[config.mk]
export PLATFORM = sky130hd
export DESIGN_NAME = stream_width_downsizer
export DESIGN_NICKNAME = d
export VERILOG_FILES = /design/src/rtl/stream_width_downsizer.sv
export SDC_FILE = /design/constraint.sdc
export NUM_CORES = 1
export LEC_CHECK = 0
export CORE_MARGIN = 8
export CORE_UTILIZATION = 30
export DETAILED_ROUTE_END_ITERATION = 8
export HOLD_SLACK_MARGIN = 0.06
export PLACE_DENSITY = 0.55
export SYNTH_ARGS = -nofsm -noshare
export SYNTH_HDL_FRONTEND = slang
export SYNTH_SLANG_ARGS = --single-unit
[constraint.sdc]
create_clock -name clk -period 2.35 [get_ports clk]
set_clock_uncertainty 0.2 [all_clocks]
set_input_delay 0.5875 -clock clk [delete_from_list [all_inputs] [get_ports clk]]
set_output_delay 0.5875 -clock clk [all_outputs]
set_load 0.01 [all_outputs]
[src/rtl/stream_width_downsizer.sv]
// Serializes one IN_WIDTH word into 1..RATIO OUT_WIDTH beats; beat 0 is presented the cycle after load.
// Stalls hold all outputs; a new word loads only when idle or alongside the current word's last beat.
module stream_width_downsizer #(
  parameter int IN_WIDTH  = 32,
  parameter int OUT_WIDTH = 8,
  parameter bit MSB_FIRST = 1'b0,
  localparam int RATIO = IN_WIDTH / OUT_WIDTH,
  localparam int CNT_W = $clog2(RATIO + 1),
  localparam int IDX_W = (RATIO > 1) ? $clog2(RATIO) : 1
) (
  input  logic                 clk,
  input  logic                 rst_n,
  input  logic                 in_valid,
  output logic                 in_ready,
  input  logic [IN_WIDTH-1:0]  in_data,
  input  logic [CNT_W-1:0]     in_len,
  output logic                 out_valid,
  input  logic                 out_ready,
  output logic [OUT_WIDTH-1:0] out_data,
  output logic                 out_last,
  output logic [IDX_W-1:0]     out_idx
);

  logic                r_busy;
  logic [IN_WIDTH-1:0] r_sh;
  logic [IDX_W-1:0]    r_idx;
  logic [CNT_W-1:0]    r_len;

  logic                w_busy_nxt;
  logic [IN_WIDTH-1:0] w_sh_nxt;
  logic [IDX_W-1:0]    w_idx_nxt;
  logic [CNT_W-1:0]    w_len_nxt;
  logic                w_load;
  logic                w_beat;
  logic [CNT_W-1:0]    w_len_eff;

  // State register
  always_ff @(posedge clk or negedge rst_n) begin
    if (!rst_n) begin
      r_busy <= 1'b0;
      r_sh   <= '0;
      r_idx  <= '0;
      r_len  <= '0;
    end else begin
      r_busy <= w_busy_nxt;
      r_sh   <= w_sh_nxt;
      r_idx  <= w_idx_nxt;
      r_len  <= w_len_nxt;
    end
  end

  // Next-state: a load wins over retiring the last beat, so words run back-to-back.
  always_comb begin
    w_load     = in_valid && in_ready;
    w_beat     = r_busy && out_ready;
    w_len_eff  = ((in_len == '0) || (in_len > CNT_W'(RATIO))) ? CNT_W'(RATIO) : in_len;
    w_busy_nxt = r_busy;
    w_sh_nxt   = r_sh;
    w_idx_nxt  = r_idx;
    w_len_nxt  = r_len;
    if (w_load) begin
      w_busy_nxt = 1'b1;
      w_sh_nxt   = in_data;
      w_idx_nxt  = '0;
      w_len_nxt  = w_len_eff;
    end else if (w_beat) begin
      if (out_last) begin
        w_busy_nxt = 1'b0;
      end else begin
        w_sh_nxt  = MSB_FIRST ? (r_sh << OUT_WIDTH) : (r_sh >> OUT_WIDTH);
        w_idx_nxt = r_idx + IDX_W'(1);
      end
    end
  end

  // Outputs; in_ready is combinational from out_ready.
  always_comb begin
    out_valid = r_busy;
    out_idx   = r_idx;
    out_last  = r_busy && (CNT_W'(r_idx) == (r_len - CNT_W'(1)));
    in_ready  = !r_busy || (out_ready && out_last);
    out_data  = MSB_FIRST ? r_sh[IN_WIDTH-1 -: OUT_WIDTH] : r_sh[OUT_WIDTH-1:0];
  end

endmodule

# --- Word level (Yosys, flattened, before mapping) ---
# Index checks and enable logic that the tools add are counted.
word_totals:
  output_inout_bits: 13
  ff_bits: 38
  elab_cells: 31
  inputBits: 39
op_classes:
  reduce_logical: 12
  n_lt_le_gt_ge: 1
  addsub: 2
  n_eq_ne: 2
  mux: 10
ops:
  columns: ["operator", "count"]
  rows:
  - ["32-bit 2-to-1 mux", 3]
  - ["2-bit 2-to-1 mux", 3]
  - ["1-bit logical AND", 4]
  - ["2-bit AND reduction", 2]
  - ["2-bit nonzero test", 2]
  - ["2-bit by 3-bit equality test with 1-bit output", 1]
  - ["3-bit greater-than comparator, second input constant", 1]
  - ["3-bit zero test", 1]
  - ["1-bit 2-to-1 mux", 3]
  - ["3-bit 2-to-1 mux", 1]
  - ["3-bit by 1-bit subtractor with 3-bit output, second input constant", 1]
  - ["2-bit by 1-bit adder with 2-bit output, second input constant", 1]
  - ["1-bit logical OR", 2]
  - ["2-bit by 1-bit inequality test with 1-bit output, second input constant", 1]
  - ["1-bit zero test", 1]

# --- Depth between registers and ports, before layout ---
depth:
  depth_word: 8
  ltp_mapped: 8
  ltp_nobuf: 6

# --- Worst setup path after synthesis ---
# OpenSTA, ideal clock, no wires.
synth_timing:
  path_type: "register to output"
  from: "register r_len[0]"
  to: "output port in_ready"
  path_buffers: 1
  required_ps: 1562
  slack_ps: 102
  stages_incl_launch_ff: 7
  arrival_time_ps: 1461
  cell_sequence: "dfrtp_1 -> inv_1 -> ha_1 -> xor2_1 -> nand3_1 -> buf_4 -> o21ai_0"
synth_between:
  elab_chain_len: 5
synth_lines:
  columns: ["element", "line_no", "source"]
  rows:
  - ["from (decl)", "27", "logic [CNT_W-1:0] r_len;"]
  - ["from (signal assigned)", "48", "r_len <= w_len_nxt;"]
  - ["3-bit by 1-bit subtractor with 3-bit output", "80", "out_last = r_busy && (CNT_W'(r_idx) == (r_len - CNT_W'(1)));"]
  - ["2-bit by 3-bit equality test with 1-bit output", "80", null]
  - ["1-bit logical AND", "80", null]
  - ["1-bit logical AND", "81", "in_ready = !r_busy || (out_ready && out_last);"]
  - ["1-bit logical OR", "81", null]
  - ["to (decl)", "14", "output logic in_ready,"]
# Every way passes these cells.

# --- Worst setup path in the final report ---
# Ends and elaborated chain as after synthesis.

==> out/qor.csv <==
metric;value;unit
combinational power share;60.7;%
failing checks;setup timing;
Die Area;11400;um^2
fillers;812;
ant diodes;0;
Area after DPL;3108;um^2
DR WL/cell;16.94;um
dpl hpwl;4796;um
GRT Util Overall;13.08;%
worst slew pin tran;0.4305;ns
Avg Synthesized Cell Area;9.696;um^2
# setup viols final;2;
RSZ-0062 raised after global routing;true;
status;finished, violations left;
Synth Flop Type;dfrtp_1;
total power;4459;uW
largest net degree at the start of global routing;29;
final worst setup slack;-0.06804;ns
Worst setup SP type;register;
Clk Tree Root Cell;clkbuf_8;
final cycle utilization of the critical path;102.9;%
min-delay src;r_sh[4];
Syn Inst Count;255;
first-pass GRT wire length;12110;um
Ports;52;
footprint of the multi-input gates;1354;um^2
commonest cells after routing, fill and taps aside;clkdlybuf4s50_1 (47), dfrtp_1 (38), a211oi_1 (29), buf_4 (27), mux2i_1 (18);
Final Hold Fails;0;
Final nets;361;
Vias/cell;5.256;
Pleak;0.001369;uW
worst reg2reg startpoint;r_len[0];
# DRC;0;
EDFF count, synth;0;
crit-path max FO;2;
Critical path origin;r_len[0];
f_max;413.6;MHz
Mapped Area;2472;um^2
Die W;106.8;um
fin. max-slew vios;0;
terminus of the critical flop-to-flop path;r_len[0];
dpl ws;-0.4529;ns
Critical Path AT;1.63;ns
Hold Path Class;register to register;
DRT Pass-1 Iters;4;
Synth async-reset ratio;100.0;%
synthesis warning total;0;
R2R depth;15;
Setup CP Type;register to output port;
CTS tree;built;
Yosys top cell by area;dfrtp_1;
grt ovf;0;
Syn-to-layout area delta;36.89;%
internal power;2636;uW
Post-Route WL;7217;um
crit path to;in_ready;
top post-synthesis cells by area;dfrtp_1 (38%), a211oi_1 (8.8%), mux2i_1 (7.3%), o2bb2ai_1 (5.3%), o211ai_1 (5.2%);
Clk Latency, worst-skew pair;0.30;ns
Synth cell types;35;
Pwr Density;1318;nW/um^2
Synth Net Count;296;
Peak supply drop;0.6993;mV
commonest non-fill, non-tap cell in the layout;clkdlybuf4s50_1;
Max-Cap Viols;0;
CORE AREA;8093;um^2
Clock Pin Slew Worst Setup and Hold Paths;0.08;ns
DRT antenna net count;0;
clock share of power;10.8;%
initial antenna violation count;0;
sequential share of power;28.5;%
#FFs+latches synth;38;
number of global-route vias before repair;2362;
Seq/Total Area, Yosys;38.46;%
PortBufs;51;
layout cells sized above 1;19.31;%
Finished Core Util;41.82;%
Req. time, crit path;1.56;ns
GP Congestion;0.7413;
Initial DRC Count;151;
Worst slew margin;71.23;%
initial core utilization;30.55;%
Net Sw Frac;40.88;%
Psw;1823;uW
H-tree depth;2;
Crit. End Element;output port;
Synth top area share;38.46;%
reg2reg setup slack;0.09;ns
Sink Count;38;
final instance area;3385;um^2
Final min period;2.418;ns
number of buffers created by CTS;5;
Die Span Y;106.8;um
Rows;33;
routed vias;2239;
CTS max path bufs;2;
Reg area;950.9;um^2
layer usage:
| layer | up-vias | part of all wire, % | routed length (um) | track usage [%] |
|---|---|---|---|---|
| met3 | 7 | 4.2 | 301 | 2.519 |
| met4 | 0 | 1.4 | 98 | 4.422 |
| met5 | - | 0 | 0 | 0 |
| li1 | 1093 | - | - | - |
| met1 | 1084 | 48 | 3498 | 17.76 |
| met2 | 55 | 46 | 3319 | 20.29 |
synth_stat cells, drive strengths merged (6+ instances only):
cell type and number:
a211o 9, a211oi 30, a21oi 13, a2bb2oi 9, and2 9, buf 24
dfrtp 38, inv 6, mux2i 18, nand2 7, nor2 17, nor3 16
o211ai 17, o2bb2ai 15
power groups by stage:
stage / registers (uW) / logic, uW / clock network, uW
finish: 1270 / 2710 / 482
detailed placement: 1270 / 2410 / 0
floorplan: 1200 / 1810 / 0
global placement: 1260 / 2380 / 0
global route: 1310 / 3000 / 517
CTS: 1260 / 2580 / 494
per-stage QoR:
| stage | setup TNS [ns] | hold WS [ns] | std cells |
|---|---|---|---|
| after global routing | -0.2123 | 0.3467 | 426 |
| after detailed placement | -0.6030 | 0.3016 | 403 |
| final | -0.1196 | 0.3179 | 426 |
| after global placement | -0.6420 | 0.3003 | 403 |
| after CTS | -0.1277 | 0.3224 | 425 |
| after floorplan | 0 | 0.09191 | 255 |
critical path: stages (launching register included):
cell,delay (ns)
dfrtp_1,0.37
inv_2,0.06
ha_4,0.26
xor2_2,0.17
nand3_2,0.12
o21ai_2,0.18
buf_2,0.16
final cells by class:
| class | instances | area share [%] |
|---|---|---|
| clock buffers | 7 | 2.551 |
| clock inverters | 1 | 0.1479 |
| inverters | 6 | 0.6654 |
| multi-input cells | 182 | 40.00 |
| flip-flops and latches | 38 | 28.10 |
| well taps | 105 | 3.882 |
| repair buffers | 87 | 24.66 |
sequential cells by signal (all words and copies together) (netlist names):
name,cells
r_len,3
out_valid,1
out_idx,2
r_sh,32
how the worst min path moves through the flow:
| stage | end | depth (start not counted) |
|---|---|---|
| after floorplan | out_idx[0] | 0 |
| after global placement | r_sh[13] | 1 |
| final | r_sh[4] | 1 |
| after detailed placement | r_sh[4] | 1 |
| after CTS | r_sh[13] | 1 |
| after global routing | r_sh[3] | 1 |
timing repair:
item                                    4_1_cts  5_1_grt
endpoints found under the hold margin        17        0
endpoints found under the setup margin        4       18
pin swaps                                     4        4
setup buffers                                14        2
hold buffers                                  1        0
resized for setup                            14        9
logic make-up after synthesis:
family	Yosys count	synth area share, %
buf+inv	35	8.654
flops	38	38.46
xor+xnor	3	1.063
mux	18	7.287
simple gates	61	12.35
compound gates	98	31.17
fa+ha+maj	2	1.012
(Power assumes the default switching activity.)
